<file path="src/rtl/adsr_voice_sequencer.sv">
// adsr_voice_sequencer
// Holds the envelope context of every voice (ADSR state, volume, pending
// note-on/off flags, MIDI channel). A sample tick launches a sweep that
// visits one voice per clock. Each visited context goes to an external
// combinational ADSR stage. The stage's result is written back and
// streamed to the mixer as a registered envelope pulse.
// Note events from the voice allocator are always accepted. An event that
// lands on the voice being written back wins over that voice's flag clear,
// so the note is seen on the following sweep.
// Optional feature: define ADSR_MONITOR_EN to add o_active_count. This
// output gives the number of non-BLANK voices seen by the last complete
// sweep.
module adsr_voice_sequencer #(
  parameter int NB_VOICES = 16,
  parameter int VOICE_W   = 4
) (
  input  logic               i_clk,
  input  logic               i_rst_n,
  input  logic               i_tick,
  input  logic               i_evt_valid,
  output logic               o_evt_ready,
  input  logic [VOICE_W-1:0] i_evt_voice,
  input  logic               i_evt_on,
  input  logic [3:0]         i_evt_channel,
  input  logic               i_fifo_empty,
  output logic [2:0]         o_adsr_state,
  output logic [17:0]        o_adsr_volume,
  output logic               o_adsr_pressed,
  output logic               o_adsr_released,
  output logic [3:0]         o_adsr_channel,
  output logic               o_adsr_fifo_empty,
  input  logic [2:0]         i_adsr_state,
  input  logic [17:0]        i_adsr_volume,
  output logic               o_env_valid,
  output logic [VOICE_W-1:0] o_env_voice,
  output logic [17:0]        o_env_volume,
  output logic               o_busy,
  output logic               o_overrun
`ifdef ADSR_MONITOR_EN
  ,
  output logic [VOICE_W:0]   o_active_count
`endif
);

  localparam logic [VOICE_W-1:0] LAST_IDX = VOICE_W'(NB_VOICES - 1);

  typedef enum logic {
    IDLE  = 1'b0,
    SWEEP = 1'b1
  } fsm_t;

  fsm_t               fsm_reg;
  fsm_t               fsm_next;
  logic [VOICE_W-1:0] idx_reg;
  logic [VOICE_W-1:0] idx_next;
  logic               write_en;
  logic               overrun_next;
  logic               ready_reg;
  logic               evt_fire;

  logic               env_valid_reg;
  logic [VOICE_W-1:0] env_voice_reg;
  logic [17:0]        env_volume_reg;
  logic               overrun_reg;

  // Flattened view of all voice contexts, one slice per voice
  logic [NB_VOICES-1:0][2:0]  ctx_state;
  logic [NB_VOICES-1:0][17:0] ctx_volume;
  logic [NB_VOICES-1:0]       ctx_pressed;
  logic [NB_VOICES-1:0]       ctx_released;
  logic [NB_VOICES-1:0][3:0]  ctx_channel;

  assign evt_fire = i_evt_valid & ready_reg;

  // Sweep FSM state and voice index register
  always_ff @(posedge i_clk or negedge i_rst_n) begin
    if (!i_rst_n) begin
      fsm_reg <= IDLE;
      idx_reg <= '0;
    end else begin
      fsm_reg <= fsm_next;
      idx_reg <= idx_next;
    end
  end

  // Next-state logic. The index stays at 0 while idle, so the ADSR stage then sees voice 0.
  always_comb begin
    fsm_next     = fsm_reg;
    idx_next     = idx_reg;
    write_en     = 1'b0;
    overrun_next = 1'b0;
    case (fsm_reg)
      IDLE: begin
        idx_next = '0;
        if (i_tick) begin
          fsm_next = SWEEP;
        end
      end
      SWEEP: begin
        write_en     = 1'b1;
        overrun_next = i_tick;
        if (idx_reg == LAST_IDX) begin
          fsm_next = IDLE;
          idx_next = '0;
        end else begin
          idx_next = idx_reg + 1'b1;
        end
      end
      default: begin
        fsm_next = IDLE;
        idx_next = '0;
      end
    endcase
  end

  // Per-voice context storage: ADSR write-back first, then note events (events take priority)
  generate
    for (genvar gi = 0; gi < NB_VOICES; gi++) begin : gen_voice
      logic [2:0]  state_reg;
      logic [17:0] volume_reg;
      logic        pressed_reg;
      logic        released_reg;
      logic [3:0]  channel_reg;
      logic        wb_hit;
      logic        evt_hit;

      assign wb_hit  = write_en && (idx_reg == VOICE_W'(gi));
      assign evt_hit = evt_fire && (i_evt_voice == VOICE_W'(gi));

      // Context update for this voice
      always_ff @(posedge i_clk or negedge i_rst_n) begin
        if (!i_rst_n) begin
          state_reg    <= 3'd0;
          volume_reg   <= 18'd0;
          pressed_reg  <= 1'b0;
          released_reg <= 1'b0;
          channel_reg  <= 4'd0;
        end else begin
          if (wb_hit) begin
            state_reg    <= i_adsr_state;
            volume_reg   <= i_adsr_volume;
            pressed_reg  <= 1'b0;
            released_reg <= 1'b0;
          end
          if (evt_hit) begin
            if (i_evt_on) begin
              pressed_reg  <= 1'b1;
              released_reg <= 1'b0;
              channel_reg  <= i_evt_channel;
            end else begin
              pressed_reg  <= 1'b0;
              released_reg <= 1'b1;
            end
          end
        end
      end

      assign ctx_state[gi]    = state_reg;
      assign ctx_volume[gi]   = volume_reg;
      assign ctx_pressed[gi]  = pressed_reg;
      assign ctx_released[gi] = released_reg;
      assign ctx_channel[gi]  = channel_reg;
    end
  endgenerate

  // Event handshake: ready is held low in reset and stays high afterwards
  always_ff @(posedge i_clk or negedge i_rst_n) begin
    if (!i_rst_n) begin
      ready_reg <= 1'b0;
    end else begin
      ready_reg <= 1'b1;
    end
  end

  // Registered envelope stream to the mixer, plus the tick-overrun pulse
  always_ff @(posedge i_clk or negedge i_rst_n) begin
    if (!i_rst_n) begin
      env_valid_reg  <= 1'b0;
      env_voice_reg  <= '0;
      env_volume_reg <= 18'd0;
      overrun_reg    <= 1'b0;
    end else begin
      env_valid_reg <= write_en;
      overrun_reg   <= overrun_next;
      if (write_en) begin
        env_voice_reg  <= idx_reg;
        env_volume_reg <= i_adsr_volume;
      end
    end
  end

`ifdef ADSR_MONITOR_EN
  logic [VOICE_W:0] acc_reg;
  logic [VOICE_W:0] count_reg;
  logic [VOICE_W:0] acc_sum;

  // Running count of active voices; restarts from zero at voice 0 of each sweep
  always_comb begin
    acc_sum = ((idx_reg == '0) ? '0 : acc_reg)
            + (VOICE_W + 1)'(i_adsr_state != 3'd0);
  end

  // Accumulate during the sweep; publish the total on the final write-back
  always_ff @(posedge i_clk or negedge i_rst_n) begin
    if (!i_rst_n) begin
      acc_reg   <= '0;
      count_reg <= '0;
    end else if (write_en) begin
      acc_reg <= acc_sum;
      if (idx_reg == LAST_IDX) begin
        count_reg <= acc_sum;
      end
    end
  end

  assign o_active_count = count_reg;
`endif

  assign o_evt_ready       = ready_reg;
  assign o_adsr_state      = ctx_state[idx_reg];
  assign o_adsr_volume     = ctx_volume[idx_reg];
  assign o_adsr_pressed    = ctx_pressed[idx_reg];
  assign o_adsr_released   = ctx_released[idx_reg];
  assign o_adsr_channel    = ctx_channel[idx_reg];
  assign o_adsr_fifo_empty = i_fifo_empty;
  assign o_env_valid       = env_valid_reg;
  assign o_env_voice       = env_voice_reg;
  assign o_env_volume      = env_volume_reg;
  assign o_busy            = (fsm_reg == SWEEP);
  assign o_overrun         = overrun_reg;

endmodule

</file>
<file path="config.mk">
export PLATFORM = sky130hd
export DESIGN_NAME = adsr_voice_sequencer
export DESIGN_NICKNAME = d
export VERILOG_FILES = /design/src/rtl/adsr_voice_sequencer.sv
export SDC_FILE = /design/constraint.sdc
export NUM_CORES = 1
export LEC_CHECK = 0
export CAP_MARGIN = 20
export CELL_PAD_IN_SITES_DETAIL_PLACEMENT = 1
export CELL_PAD_IN_SITES_GLOBAL_PLACEMENT = 2
export CORE_MARGIN = 8
export CORE_UTILIZATION = 49
export DETAILED_ROUTE_END_ITERATION = 6
export PLACE_DENSITY_LB_ADDON = 0.1
export SETUP_SLACK_MARGIN = 0.05
export SLEW_MARGIN = 20
export SYNTH_ARGS = -nofsm -noshare
export SYNTH_HDL_FRONTEND = slang
export SYNTH_SLANG_ARGS = --single-unit
</file>
<file path="constraint.sdc">
create_clock -name i_clk -period 4.9 [get_ports i_clk]
set_input_delay 0.735 -clock i_clk [delete_from_list [all_inputs] [get_ports i_clk]]
set_output_delay 0.735 -clock i_clk [all_outputs]
set_load 0.02 [all_outputs]
</file>
After elaboration in Yosys (flattened, before gate mapping)
Cells that the tools add are included.

storage, ports and cells
  input port bits = 35
  output and inout port bits = 54
  logic and storage cells = 254
  register bits = 462

operators by class
  reduce and logical (&&, ||, !) cells = 66
  order comparisons = 1
  $add $sub $neg = 1
  bitwise operators = 2
  mux-type cells = 67
  equal/unequal tests = 30

operators by type and width
  operator             number
  $bmux 18 s4          1
  $eq 4x4->1 const B   16
  $mux 1               56
  $eq 4x3->1 const B   8
  $logic_and 1x1->1    32
  $reduce_and 2->1     16
  $reduce_bool 2->1    16
  $mux 18              1
  $bmux 4 s4           1
  $eq 4x2->1 const B   4
  $bmux 3 s4           1
  $bmux 1 s4           2
  $eq 4x1->1 const B   2
  $logic_not 4->1      2
  $mux 4               2
  $pmux 4 s2           1
  $lt 4x5->1 const B   1
  $add 4x1->4 const B  1
  $mux 3               1
  $pmux 1 s2           1
  $and 1x1->1          1
  $not 1->1            1

Logic depth before layout (Yosys ltp)
  depth after elaboration = 4
  gate-level depth with buffers = 9

Least setup slack after synthesis
Ideal clock, no wire load.

  path type = reg2out
  start = reg idx_reg[0]
  end = out o_adsr_state[0]
  arrival = 1.751 ns
  data required time = 4.165 ns
  slack = 2.414 ns
  cell stages (with the launch flop) = 7
  path through = dfrtp_1 > clkbuf_1 > buf_6 > buf_2 > mux4_2 > a22oi_1 > nand2_1

between the ends
  cells in the longest elaborated chain, start to end = 2

ends and longest elaborated chain
  item                          line  RTL
  start, declared               54    logic [VOICE_W-1:0] idx_reg;
  start signal, assigned        82    idx_reg <= idx_next;
  $bmux 3 s4                    220   assign o_adsr_state = ctx_state[idx_reg];
  $mux 3 (not written as such)  220
  end, declared                 26    output logic [2:0] o_adsr_state,

Every way passes these cells. The select of a mux whose other input is x is not followed.

Final worst setup path
  start = reg idx_reg[0]
  end = out o_adsr_state[1]

Same word-level chain as after synthesis.

==> key figures <==
STA
  – Slew at the pin closest to its max-slew limit: between 1 and 1.5 ns
  – Layout Skew: about 0.016 ns
  – Final Hold Vio Count: 0
  – Fin. max-slew vios: 0
  – Final setup violation count: 0
  – FMAX: 235 MHz
  – Rel. slew slack: 19.2%
  – Fin crit period: 4.26 ns
  – Ratio of final minimum period to clock period: 87.0%
  – Unrepaired setup endpoints after global routing: false
  – Setup_tns: 0 ns

Clock tree
  – H-Tree Depth: 2
  – Hold buffers post-CTS: 0
  – Clock transition at path regs: 0.06 ns
  – Clock latency on the worst-skew pair: a little under 0.6 ns
  – TritonCTS Buffers: 49
  – Post-CTS Setup Bufs: 0
  – Clock Path Buffers: 3
  – CTS Root Cell: clkbuf_16
  – CTS sink count: around 460
  – CTS tree: built
  – CTS resizes: 0

Drt
  – Routed via count: 12000
  – Total Routed Length: approximately 55 mm
  – Vias per Instance: just over 6
  – DR top layer: met4
  – DR pass1 iterations: 4
  – First DRT Iteration DRCs: between 600 and 700
  – Met2 Wirelength: about 27 mm
  – Met3 WL: about 2 mm
  – # DRC: 0
  – Routed Antenna Nets: 0
  – Met1 Wirelength: around 25 mm
  – DR WL/cell: approximately 28 um

Logic synthesis
  – Number of synthesized flops with an enable pin: 0
  – Top FF cell, synth: dfrtp_1
  – Syn Nets: ~1400
  – Synth area leaders: dfrtp_1 56%, mux4_2 12%, mux2_1 12%, mux2_2 11%, a22oi_1 2.0%
  – Count leader, synth: dfrtp_1
  – Cell taking the most area after synthesis: dfrtp_1
  – Post-Syn Area per Cell: 15.6 um^2
  – Post-Synthesis Cell Area: ~21000 um^2
  – Simple-Gate Fraction of Synth Area: between 3 and 4%
  – Seq/Total Area, Yosys: between 50% and 60%
  – Post-Synth XOR/XNOR Area: less than 1%
  – Proportion of synthesized area in mux cells: 35.3%
  – Yosys cell types: 37
  – Largest family of logic cells by synthesized area: multiplexers
  – Synth Area in Compound Gates: approximately 2.6%
  – Flop and latch count out of synthesis: approximately 460
  – YS warnings: 0
  – Commonest cells post-synth: 462 x dfrtp_1, 214 x mux2_1, 208 x mux2_2
  – Synth Area in Adders: 0.302%
  – Synth top area share: 55.7%
  – Ys async rst share: between 90% and 100%
  – Mapped Cells: ~1300

Min path
  – HP Class: in2async

Global route
  – Largest net degree at the start of global routing: 115
  – First-pass GRT wire length: approximately 87 mm
  – Congestion Overflow GR: 0
  – Initial antenna violation count: 1
  – GRT Overall Usage: between 20% and 30%
  – Number of global-route vias before repair: between 10000 and 15000

Power and ir drop
  – Static Leak: ~10 nW
  – Total Power: between 15 and 20 mW
  – Peak supply drop: between 0.4 and 0.5 mV
  – Pwr dens: roughly 700 nW/um^2

Setup path
  – Crit-path slowest cell: dfrtp_4
  – Crit path required time: 4.16 ns
  – Setup Crit Path Kind: reg2out
  – CP Cell Sequence: buf_4 > mux4_2 > a22oi_1 > nand2_1 > clkdlybuf4s50_1
  – Critical Path End Type: primary output
  – Worst Setup Start Kind: flip-flop
  – CP max FO: 38
  – Worst Path Arrival: roughly 3.5 ns
  – Slowest stage delay, CP: 0.93 ns

Floorplanning
  – Die width: approximately 220 um
  – Core ar.: ~42000 um^2
  – Die height: roughly 220 um
  – Row cnt: 75
  – Die area: ~50000 um^2
  – Initial core utilization: around half
  – I/O Pins: 89

Finish
  – Multi-input logic area: around 8700 um^2
  – Final net count: about 1400
  – Seq. cell area: between 10000 and 15000 um^2
  – Layout area overhead: 14.9%
  – Final core utilization: between 50% and 60%
  – Layout cell share with drive strength beyond 1: a little under a third
  – Max reg flops: around 290
  – Antenna cell count: 0
  – Fillers: about 3800

Run status
  – Status: finished, final reports clean

Flow run
  – Max Cap Viol: 0

Placement
  – # port buffers: 86
  – Gpl congestion: about 0.74
  – DP Wirelength: between 30 and 40 mm
-- power by group --
group          total (mW)  switching [mW]  leakage, nW  internal [mW]
Combinational        6.54            3.01         3.66           3.53
Sequential           6.60            1.09         5.55           5.51
Clock                3.73            1.52        0.790           2.21
-- cell families after synthesis --
logic type      after synthesis
fa+ha+maj                     5
other cells                   1
simple gates                128
flops                       462
xor+xnor                      1
mux                         544
compound gates               78
buf+inv                     113
-- worst max-delay path, delay by kind of cell (launching register included) --
kind                   cells  cell delay, ns
AOI/OAI and AO/OA          1            0.20
buffers and inverters      2            1.09
DFF                        1            0.93
muxes                      1            0.56
and+or+nand+nor            1            0.12
-- stage by stage --
stage / hold slack [ns] / area [um^2] / cells / setup WS (ns)
6_report: 0.234 / 23800 / 1983 / 0.637
5_1_grt: 0.303 / 23800 / 1983 / 0.409
4_1_cts: 0.271 / 23800 / 1983 / 0.539
3_5_place_dp: 0.471 / 22200 / 1896 / 1.20
3_3_place_gp: 0.462 / 22200 / 1896 / 1.19
2_1_floorplan: 0.439 / 20700 / 1332 / 2.41
-- layer usage --
layer  global-route usage, %  vias to the layer above
li1                        -                     5098
met4                    6.31                        0
met2                    37.3                      200
met3                    3.07                       81
met1                    32.2                     6604
met5                       0                        -
-- placed cells by master (no fill, tap or decap), types with 3 or more instances in the layout --
| cell type | synthesis | routed |
|---|---|---|
| bufinv_16 | 0 | 3 |
| mux2_2 | 208 | 208 |
| clkinv_2 | 0 | 6 |
| buf_4 | 2 | 41 |
| mux2i_1 | 14 | 14 |
| nor3_1 | 3 | 3 |
| o211ai_1 | 4 | 4 |
| nand3_1 | 17 | 17 |
| clkbuf_1 | 46 | 16 |
| buf_12 | 0 | 7 |
| clkbuf_8 | 0 | 10 |
| a22oi_1 | 54 | 54 |
| and2_1 | 5 | 5 |
| clkdlybuf4s50_1 | 0 | 84 |
| nor2_1 | 12 | 11 |
| nand2_1 | 53 | 53 |
| o21ai_0 | 14 | 14 |
| nand2b_1 | 9 | 9 |
| ha_1 | 5 | 5 |
| nand4b_1 | 10 | 10 |
| dfrtp_1 | 462 | 459 |
| nand4_1 | 5 | 5 |
| clkbuf_16 | 0 | 51 |
| mux2_1 | 214 | 214 |
| mux4_2 | 108 | 108 |
| and4bb_2 | 4 | 4 |
| inv_1 | 4 | 4 |
-- layout make-up --
type	count	share of cell area [%]
Clock buffer	77	6.18
Clock inverter	10	0.541
Inverter	4	0.0630
Multi-Input combinational cell	757	36.3
Sequential cell	462	48.6
Tap cell	539	2.83
Timing Repair Buffer	134	5.49
-- final timing paths --
kind                                  start                    endpoint  slack [ns]  cells past startpoint
min                                 i_rst_n            o_env_volume[12]        0.23                      1
min in group i_clk         o_env_volume[15]            o_env_volume[15]        0.48                      1
min reg2reg                o_env_volume[15]            o_env_volume[15]        0.48                      1
max reg2reg                      idx_reg[0]  gen_voice[3].volume_reg[5]        1.65                      4
max                              idx_reg[0]             o_adsr_state[1]        0.64                      5
max in group asynchronous           i_rst_n   gen_voice[2].released_reg        3.50                      2
No activity file was read; power rests on OpenSTA's default activity.
